File: src/rtl/calc_pkg.sv
// Shared constants and state encoding for the calculator arithmetic unit.
// Latency: n/a (declarations only).
// Backpressure: n/a (declarations only).
package calc_pkg;

  localparam logic [4:0] OP_ADD = 5'h01;
  localparam logic [4:0] OP_SUB = 5'h02;
  localparam logic [4:0] OP_MUL = 5'h03;
  localparam logic [4:0] OP_DIV = 5'h04;

  localparam logic [3:0] DT_SIGNED = 4'h1;

  typedef enum logic [2:0] {
    ST_IDLE,
    ST_ADDSUB,
    ST_MUL,
    ST_DIV,
    ST_DONE
  } state_t;

endpackage

File: src/rtl/calc_alu_div.sv
// Iterative unsigned restoring divider, one quotient bit per clock.
// Latency: start sampled at edge k, W steps at edges k+1..k+W, done pulses in the cycle after edge k+W.
// Backpressure: none; a start while busy restarts the division, so the caller must only start when idle.
//
// Ports:
//   clk, n_rst          clock, async active-low reset
//   start               load dividend/divisor and begin
//   dividend, divisor   unsigned magnitudes
//   done                one-cycle pulse, quotient/remainder valid
//   quotient, remainder results (held until next start)
module calc_alu_div #(
  parameter int W = 16
) (
  input  logic         clk,
  input  logic         n_rst,
  input  logic         start,
  input  logic [W-1:0] dividend,
  input  logic [W-1:0] divisor,
  output logic         done,
  output logic [W-1:0] quotient,
  output logic [W-1:0] remainder
);

  localparam int CW = $clog2(W);

  logic [W-1:0]  rem_q, rem_d;
  logic [W-1:0]  quo_q, quo_d;
  logic [W-1:0]  dvs_q, dvs_d;
  logic [CW-1:0] cnt_q, cnt_d;
  logic          busy_q, busy_d;
  logic          done_q, done_d;

  // Partial remainder with the next dividend bit shifted in; one bit wider
  // than the remainder so the trial compare never overflows.
  logic [W:0] shifted;
  logic       fits;

  always_comb begin
    shifted = {rem_q, quo_q[W-1]};
    fits    = (shifted >= {1'b0, dvs_q});

    rem_d  = rem_q;
    quo_d  = quo_q;
    dvs_d  = dvs_q;
    cnt_d  = cnt_q;
    busy_d = busy_q;
    done_d = 1'b0;

    if (start) begin
      rem_d  = '0;
      quo_d  = dividend;
      dvs_d  = divisor;
      cnt_d  = '0;
      busy_d = 1'b1;
    end else if (busy_q) begin
      // Restoring step: keep the subtraction only when it does not go negative.
      rem_d = fits ? W'(shifted - {1'b0, dvs_q}) : shifted[W-1:0];
      quo_d = {quo_q[W-2:0], fits};
      cnt_d = cnt_q + CW'(1);
      if (cnt_q == CW'(W - 1)) begin
        busy_d = 1'b0;
        done_d = 1'b1;
      end
    end
  end

  always_ff @(posedge clk or negedge n_rst) begin
    if (!n_rst) begin
      rem_q  <= '0;
      quo_q  <= '0;
      dvs_q  <= '0;
      cnt_q  <= '0;
      busy_q <= 1'b0;
      done_q <= 1'b0;
    end else begin
      rem_q  <= rem_d;
      quo_q  <= quo_d;
      dvs_q  <= dvs_d;
      cnt_q  <= cnt_d;
      busy_q <= busy_d;
      done_q <= done_d;
    end
  end

  assign done      = done_q;
  assign quotient  = quo_q;
  assign remainder = rem_q;

endmodule

File: src/rtl/calc_alu.sv
// Calculator arithmetic unit: add/sub/mul/div on two W-bit operands, 2W-bit result.
// Latency: add/sub/invalid done 2 cycles after start edge k (after edge k+1); mul/div after edge k+17.
// Backpressure: none; starts are accepted only in IDLE, everything else while busy is ignored.
//
// Ports:
//   clk, n_rst    clock, async active-low reset
//   dtype         4'h1 signed, anything else unsigned
//   operator      5'h01 add, 5'h02 sub, 5'h03 mul, 5'h04 div, others give result 0
//   src1, src2    operands (latched on the parser_done rising edge)
//   parser_done   level; its 0->1 transition starts an operation
//   alu_done      one-cycle pulse when calc_res is updated
//   calc_res      result, held until the next completion
module calc_alu
  import calc_pkg::*;
#(
  parameter int W = 16
) (
  input  logic           clk,
  input  logic           n_rst,
  input  logic [3:0]     dtype,
  input  logic [4:0]     operator,
  input  logic [W-1:0]   src1,
  input  logic [W-1:0]   src2,
  input  logic           parser_done,
  output logic           alu_done,
  output logic [2*W-1:0] calc_res
);

  localparam int CW = $clog2(W + 1);

  state_t         state_q, state_d;
  logic           pdone_dly_q, pdone_dly_d;
  logic           sgn_q, sgn_d;
  logic [4:0]     op_q, op_d;
  logic [W-1:0]   src1_q, src1_d;
  logic [W-1:0]   src2_q, src2_d;
  logic           alu_done_q, alu_done_d;
  logic [2*W-1:0] calc_res_q, calc_res_d;
  logic [CW-1:0]  cnt_q, cnt_d;

  // Multiplier datapath: {mul_hi, mul_lo} is the shifting product register.
  // mul_hi carries one extra bit for the add carry (unsigned) or to keep the
  // Booth partial product exact when the multiplicand is the most negative value.
  logic [W:0]     mul_hi_q, mul_hi_d;
  logic [W-1:0]   mul_lo_q, mul_lo_d;
  logic           mul_qm1_q, mul_qm1_d;

  logic           start;
  logic           sgn_in;
  logic [W-1:0]   src1_mag, src2_mag;
  logic           div_start;
  logic           div_done;
  logic [W-1:0]   div_quo, div_rem;

  logic [W:0]     m_ext;
  logic [W:0]     mul_sum;
  logic [2*W-1:0] a_ext, b_ext;
  logic [W-1:0]   quo_res, rem_res;

  calc_alu_div #(.W(W)) u_div (
    .clk       (clk),
    .n_rst     (n_rst),
    .start     (div_start),
    .dividend  (src1_mag),
    .divisor   (src2_mag),
    .done      (div_done),
    .quotient  (div_quo),
    .remainder (div_rem)
  );

  always_comb begin
    // Start uses the live inputs so the divider can load on the same edge
    // that the operands are latched here.
    start    = parser_done && !pdone_dly_q && (state_q == ST_IDLE);
    sgn_in   = (dtype == DT_SIGNED);
    src1_mag = (sgn_in && src1[W-1]) ? -src1 : src1;
    src2_mag = (sgn_in && src2[W-1]) ? -src2 : src2;

    // Add/sub operand extension.
    a_ext = sgn_q ? {{W{src1_q[W-1]}}, src1_q} : {{W{1'b0}}, src1_q};
    b_ext = sgn_q ? {{W{src2_q[W-1]}}, src2_q} : {{W{1'b0}}, src2_q};

    // One multiply step: Booth recoding of {lo[0], q-1} when signed,
    // plain conditional add of the multiplicand when unsigned.
    m_ext = sgn_q ? {src1_q[W-1], src1_q} : {1'b0, src1_q};
    if (sgn_q) begin
      case ({mul_lo_q[0], mul_qm1_q})
        2'b01:   mul_sum = mul_hi_q + m_ext;
        2'b10:   mul_sum = mul_hi_q - m_ext;
        default: mul_sum = mul_hi_q;
      endcase
    end else begin
      mul_sum = mul_lo_q[0] ? (mul_hi_q + m_ext) : mul_hi_q;
    end

    // Divider returns magnitudes; restore signs from the latched operands.
    quo_res = (sgn_q && (src1_q[W-1] ^ src2_q[W-1])) ? -div_quo : div_quo;
    rem_res = (sgn_q && src1_q[W-1]) ? -div_rem : div_rem;

    state_d     = state_q;
    pdone_dly_d = parser_done;
    sgn_d       = sgn_q;
    op_d        = op_q;
    src1_d      = src1_q;
    src2_d      = src2_q;
    alu_done_d  = 1'b0;
    calc_res_d  = calc_res_q;
    cnt_d       = cnt_q;
    mul_hi_d    = mul_hi_q;
    mul_lo_d    = mul_lo_q;
    mul_qm1_d   = mul_qm1_q;
    div_start   = 1'b0;

    case (state_q)
      ST_IDLE: begin
        if (start) begin
          sgn_d     = sgn_in;
          op_d      = operator;
          src1_d    = src1;
          src2_d    = src2;
          cnt_d     = '0;
          mul_hi_d  = '0;
          mul_lo_d  = src2;
          mul_qm1_d = 1'b0;
          case (operator)
            OP_MUL: state_d = ST_MUL;
            OP_DIV: begin
              state_d   = ST_DIV;
              div_start = 1'b1;
            end
            default: state_d = ST_ADDSUB;
          endcase
        end
      end

      ST_ADDSUB: begin
        case (op_q)
          OP_ADD:  calc_res_d = a_ext + b_ext;
          OP_SUB:  calc_res_d = a_ext - b_ext;
          default: calc_res_d = '0;
        endcase
        alu_done_d = 1'b1;
        state_d    = ST_DONE;
      end

      ST_MUL: begin
        if (cnt_q == CW'(W)) begin
          calc_res_d = {mul_hi_q[W-1:0], mul_lo_q};
          alu_done_d = 1'b1;
          state_d    = ST_DONE;
        end else begin
          // Shift right by one; top bit is the sign (Booth) or zero (unsigned,
          // where the sum never exceeds W+1 bits).
          mul_hi_d  = {sgn_q & mul_sum[W], mul_sum[W:1]};
          mul_lo_d  = {mul_sum[0], mul_lo_q[W-1:1]};
          mul_qm1_d = mul_lo_q[0];
          cnt_d     = cnt_q + CW'(1);
        end
      end

      ST_DIV: begin
        if (div_done) begin
          if (src2_q == '0) begin
            calc_res_d = {src1_q, {W{1'b1}}};
          end else begin
            calc_res_d = {rem_res, quo_res};
          end
          alu_done_d = 1'b1;
          state_d    = ST_DONE;
        end
      end

      ST_DONE: state_d = ST_IDLE;

      default: state_d = ST_IDLE;
    endcase
  end

  always_ff @(posedge clk or negedge n_rst) begin
    if (!n_rst) begin
      state_q     <= ST_IDLE;
      pdone_dly_q <= 1'b0;
      sgn_q       <= 1'b0;
      op_q        <= '0;
      src1_q      <= '0;
      src2_q      <= '0;
      alu_done_q  <= 1'b0;
      calc_res_q  <= '0;
      cnt_q       <= '0;
      mul_hi_q    <= '0;
      mul_lo_q    <= '0;
      mul_qm1_q   <= 1'b0;
    end else begin
      state_q     <= state_d;
      pdone_dly_q <= pdone_dly_d;
      sgn_q       <= sgn_d;
      op_q        <= op_d;
      src1_q      <= src1_d;
      src2_q      <= src2_d;
      alu_done_q  <= alu_done_d;
      calc_res_q  <= calc_res_d;
      cnt_q       <= cnt_d;
      mul_hi_q    <= mul_hi_d;
      mul_lo_q    <= mul_lo_d;
      mul_qm1_q   <= mul_qm1_d;
    end
  end

  assign alu_done = alu_done_q;
  assign calc_res = calc_res_q;

endmodule

File: config.mk
export PLATFORM = sky130hd
export DESIGN_NAME = calc_alu
export DESIGN_NICKNAME = d
export VERILOG_FILES = /design/src/rtl/calc_pkg.sv /design/src/rtl/calc_alu_div.sv /design/src/rtl/calc_alu.sv
export SDC_FILE = /design/constraint.sdc
export NUM_CORES = 1
export LEC_CHECK = 0
export CAP_MARGIN = 20
export CORE_MARGIN = 4
export CORE_UTILIZATION = 55
export DETAILED_ROUTE_END_ITERATION = 7
export GPL_TIMING_DRIVEN = 0
export PLACE_DENSITY = 0.74
export SYNTH_ARGS = -nofsm -noshare
export SYNTH_HDL_FRONTEND = slang
export SYNTH_HIERARCHICAL = 1
export SYNTH_SLANG_ARGS = --single-unit
File: constraint.sdc
create_clock -name clk -period 4.7 [get_ports clk]
set_clock_uncertainty 0.15 [all_clocks]
set_input_delay 0.705 -clock clk [delete_from_list [all_inputs] [get_ports clk]]
set_output_delay 0.705 -clock clk [all_outputs]
set_load 0.02 [all_outputs]
==> results.md <==
- Fmax: between 0.2 and 0.25 GHz
- Vias: 14,230
- Vias in the first global route: 13,150
- Post-Syn Area: between 10,000 and 15,000 µm²
- Status: finished, final reports clean
- Reg-to-reg endpoint: calc_res[29]
- Ranking of synthesized cells by area: dfrtp_1 (29%), ha_1 (7.8%), nand2_1 (5.1%)
- Critical path class: flop to flop
- Nets: around 2,000
- Core footprint: 25,330 µm²
- Initial antenna violation count: 0
- Worst reg2reg setup slack: 0.16 ns
- Number of synthesized flops with an enable pin: 0
- Largest net degree at the start of global routing: 101
- Hold_ws: 0.06391 ns
- Filler instances: 2,197
- Net Count, Synth: ~1,900
- Initial Utilization: a little under three fifths
- Die ar.: 28,580 µm²
- DP HPWL: 37,780 µm
- Worst path arrival time: 4.72 ns
- Number of core rows: 58
- Total power: 11.90 mW
- Leak: 6.976 nW
- IO Pins: 77
- First-pass GRT wire length: 74,990 µm
- Routed WL per cell: between 20 and 25 µm
- Register area: 4204 µm²
- Max-Slew Margin vs Limit: 31.90%
- First-pass DRT Iterations: 6
- Gpl congestion: 1.006
- Worst path cell trace: or4_4, nor4b_4, buf_4, nand2_2, buf_6, nand2_1, ha_1, buf_2, a21oi_4, o211ai_1, a221oi_2, nor2_1, or4_1, o311ai_1, xor2_1, o221ai_2, o21a_1
- Setup Viol. Count Final: 0
- Skew-Pair Late Insertion Delay: 0.45 ns
- CP Launch Type: flop
- Max cap viols: 0
- Worst Max-Slew Pin Slew: a little over 1 ns
- Mean post-synth cell area: 8.194 µm²
- Multi-input logic area: 9390 µm²
- Critical path endpoint category: flop
- Yosys top cell area share: between 20 and 30%
- Yosys reg bits: 168
- # diodes: 0
- Main synth FF type: dfrtp_1
- Vias per cell: roughly 6.5
- Cts bufs inserted: 17
- Number of port buffers: 76
- Num Clock Sinks: ~170
- Clk buf depth: 2
- Final Hold Fails: 0
- Total placed cells including tap cells: approximately 2,100
- Slowest CP cell: or4_4
- GRT Util Overall: 33.34%
- Count leader, synth: nand2_1
- Yosys warns: 6
- Worst Path Required: 4.88 ns
- Routed WL: 48,750 µm
- Crit path largest cell delay: around 0.60 ns
- Syn-to-layout area delta: 13.84%
- Post-synthesis sequential area ratio: between 20 and 30%
- Initial DRC Count: 1,603
- Non-Filler Instances: 2,187
- Post-synth top area cell: dfrtp_1
- DRC: 0
- Async SR Flop Fraction: 100.0%
- Minimum clock period: 4.537 ns
- Min-Delay Path Class: input port to asynchronous set/reset pin
- GR Overflow Total: 0
- Hold_buf cts: 0
- TritonCTS clock tree: built
- Maximum VDD drop: around 410 µV
- Tcrit/Tclk final: a little over nine tenths
- Distinct cells, synth: 95
- Root buffer cell: clkbuf_16
- Depth of the most critical reg-to-reg path: 17
- Post-synth top cells: nand2_1 (192), dfrtp_1 (168), nor2_1 (154)
- Routed Antenna Nets: 0
- Synth Instances: around 1,700
- Layout cells sized above 1: 7.862%
- FF-to-FF Start: src2_q[6]
- Final Max Slew Viols: 0
- Worst-path fanout max: 19
- Die extent in y: roughly 170 µm
- Pwr/cell area: 732.8 nW/µm²
- Die W: 169.0 µm
- Setup total negative slack: 0 ns
- H-tree lvl count: 4
- Worst-path clk slew: 0.08 ns
[what timing repair did]
action,4_1_cts,5_1_grt
gates cloned,0,0
gates resized for setup,5,18
hold endpoints to repair,0,0
endpoints found under the setup margin,5,4
setup buffers,0,7
pin swaps,0,5
[routing by layer]
metal	wire (µm)	GRT usage (%)	share of wire, %	vias to the layer above
li1	-	-	-	6529
met4	1662	10.29	3.4	0
met5	0	0	0	-
met1	20250	47.05	42	6762
met2	22000	52.69	45	823
met3	4834	5.628	9.9	114
[registers in the layout (all words and copies together) (netlist names)]
register / flops
calc_res: 32
mul_hi_q: 17
mul_lo_q: 16
src1_q: 16
src2_q: 16
u_div/dvs_q: 16
u_div/quotient: 16
u_div/remainder: 16
cnt_q: 5
op_q: 5
u_div/cnt_q: 4
state_q: 3
alu_done: 1
mul_qm1_q: 1
pdone_dly_q: 1
sgn_q: 1
u_div/busy_q: 1
u_div/done: 1
[kinds of logic (layout without fill, tap and decap cells)]
group,Yosys count,in the layout,share of synthesized area [%]
AO/OA/AOI/OAI,548,548,25.25
XOR/XNOR,122,122,7.491
adder cells (fa/ha/maj),93,93,8.368
buffers and inverters,187,303,5.228
flip-flops,168,168,29.47
multiplexers,89,89,6.570
AND/OR/NAND/NOR,534,534,17.62
[layout make-up]
cell class | instances | area share [%]
inverter | 95 | 2.196
tap | 330 | 2.543
buffer | 91 | 2.435
clock buffer | 17 | 2.620
clock inverter | 15 | 1.256
timing repair buffer | 85 | 5.239
multi-input combinational | 1386 | 57.82
sequential | 168 | 25.89
[cells in the final DEF, fill, tap and decap left out, types with 7 or more instances in the layout]
cell	count
clkdlybuf4s50_1	75
a211oi_1	19
or3_1	7
a311oi_1	12
o31ai_1	16
and3_1	8
clkbuf_16	17
o21ai_0	122
nor3_1	39
clkbuf_1	66
o21a_1	18
o221ai_1	19
buf_4	9
nand3b_1	8
nor2b_1	18
dfrtp_1	168
nand2_1	191
xnor2_1	68
a221oi_1	12
and2_1	10
o22ai_1	12
ha_1	89
a31oi_1	19
inv_1	88
o21ai_1	30
nand2b_1	15
o21bai_1	14
nor2_1	154
nand4_1	10
o211ai_1	11
mux2_2	37
nand3_1	15
buf_2	11
a21oi_1	129
a21o_1	29
xor2_1	53
mux2i_1	52
nor4_1	15
[worst max-delay path by stage]
stage               startpoint                 end  slack (ns)  cells past startpoint
finish               src2_q[6]        calc_res[29]        0.16                     17
global route         src2_q[6]        calc_res[21]       -0.03                     15
CTS                      sgn_q        calc_res[29]        0.02                     16
detailed placement   src2_q[6]        calc_res[29]       -0.42                     17
global placement         n_rst  u_div/quotient[11]       -4.31                      1
floorplan            src2_q[6]        calc_res[29]        0.55                     17
[through the flow]
step	setup WS (ns)	cell area, µm²	util (%)
finish	0.1631	16240	64.12
global route	-0.02752	16240	64.12
CTS	0.02426	16130	63.70
detailed placement	-0.4229	15480	61.11
global placement	-4.309	15440	60.96
floorplan	0.5538	14260	-
[critical path: cells and delay by family, from the launching register on]
kind	cells	cell delay [ns]
adder cells (fa/ha/maj)	1	0.22
AO/OA/AOI/OAI	6	1.05
XOR/XNOR	1	0.26
flip-flops	1	0.43
buffers and inverters	3	0.57
AND/OR/NAND/NOR	6	1.71
[where the power goes]
group	total, mW	internal (mW)	switching [mW]
clock network	1.51	0.740	0.767
logic	7.46	2.96	4.49
registers	2.94	2.03	0.909
Note: power is estimated with default switching activity, not from simulation.
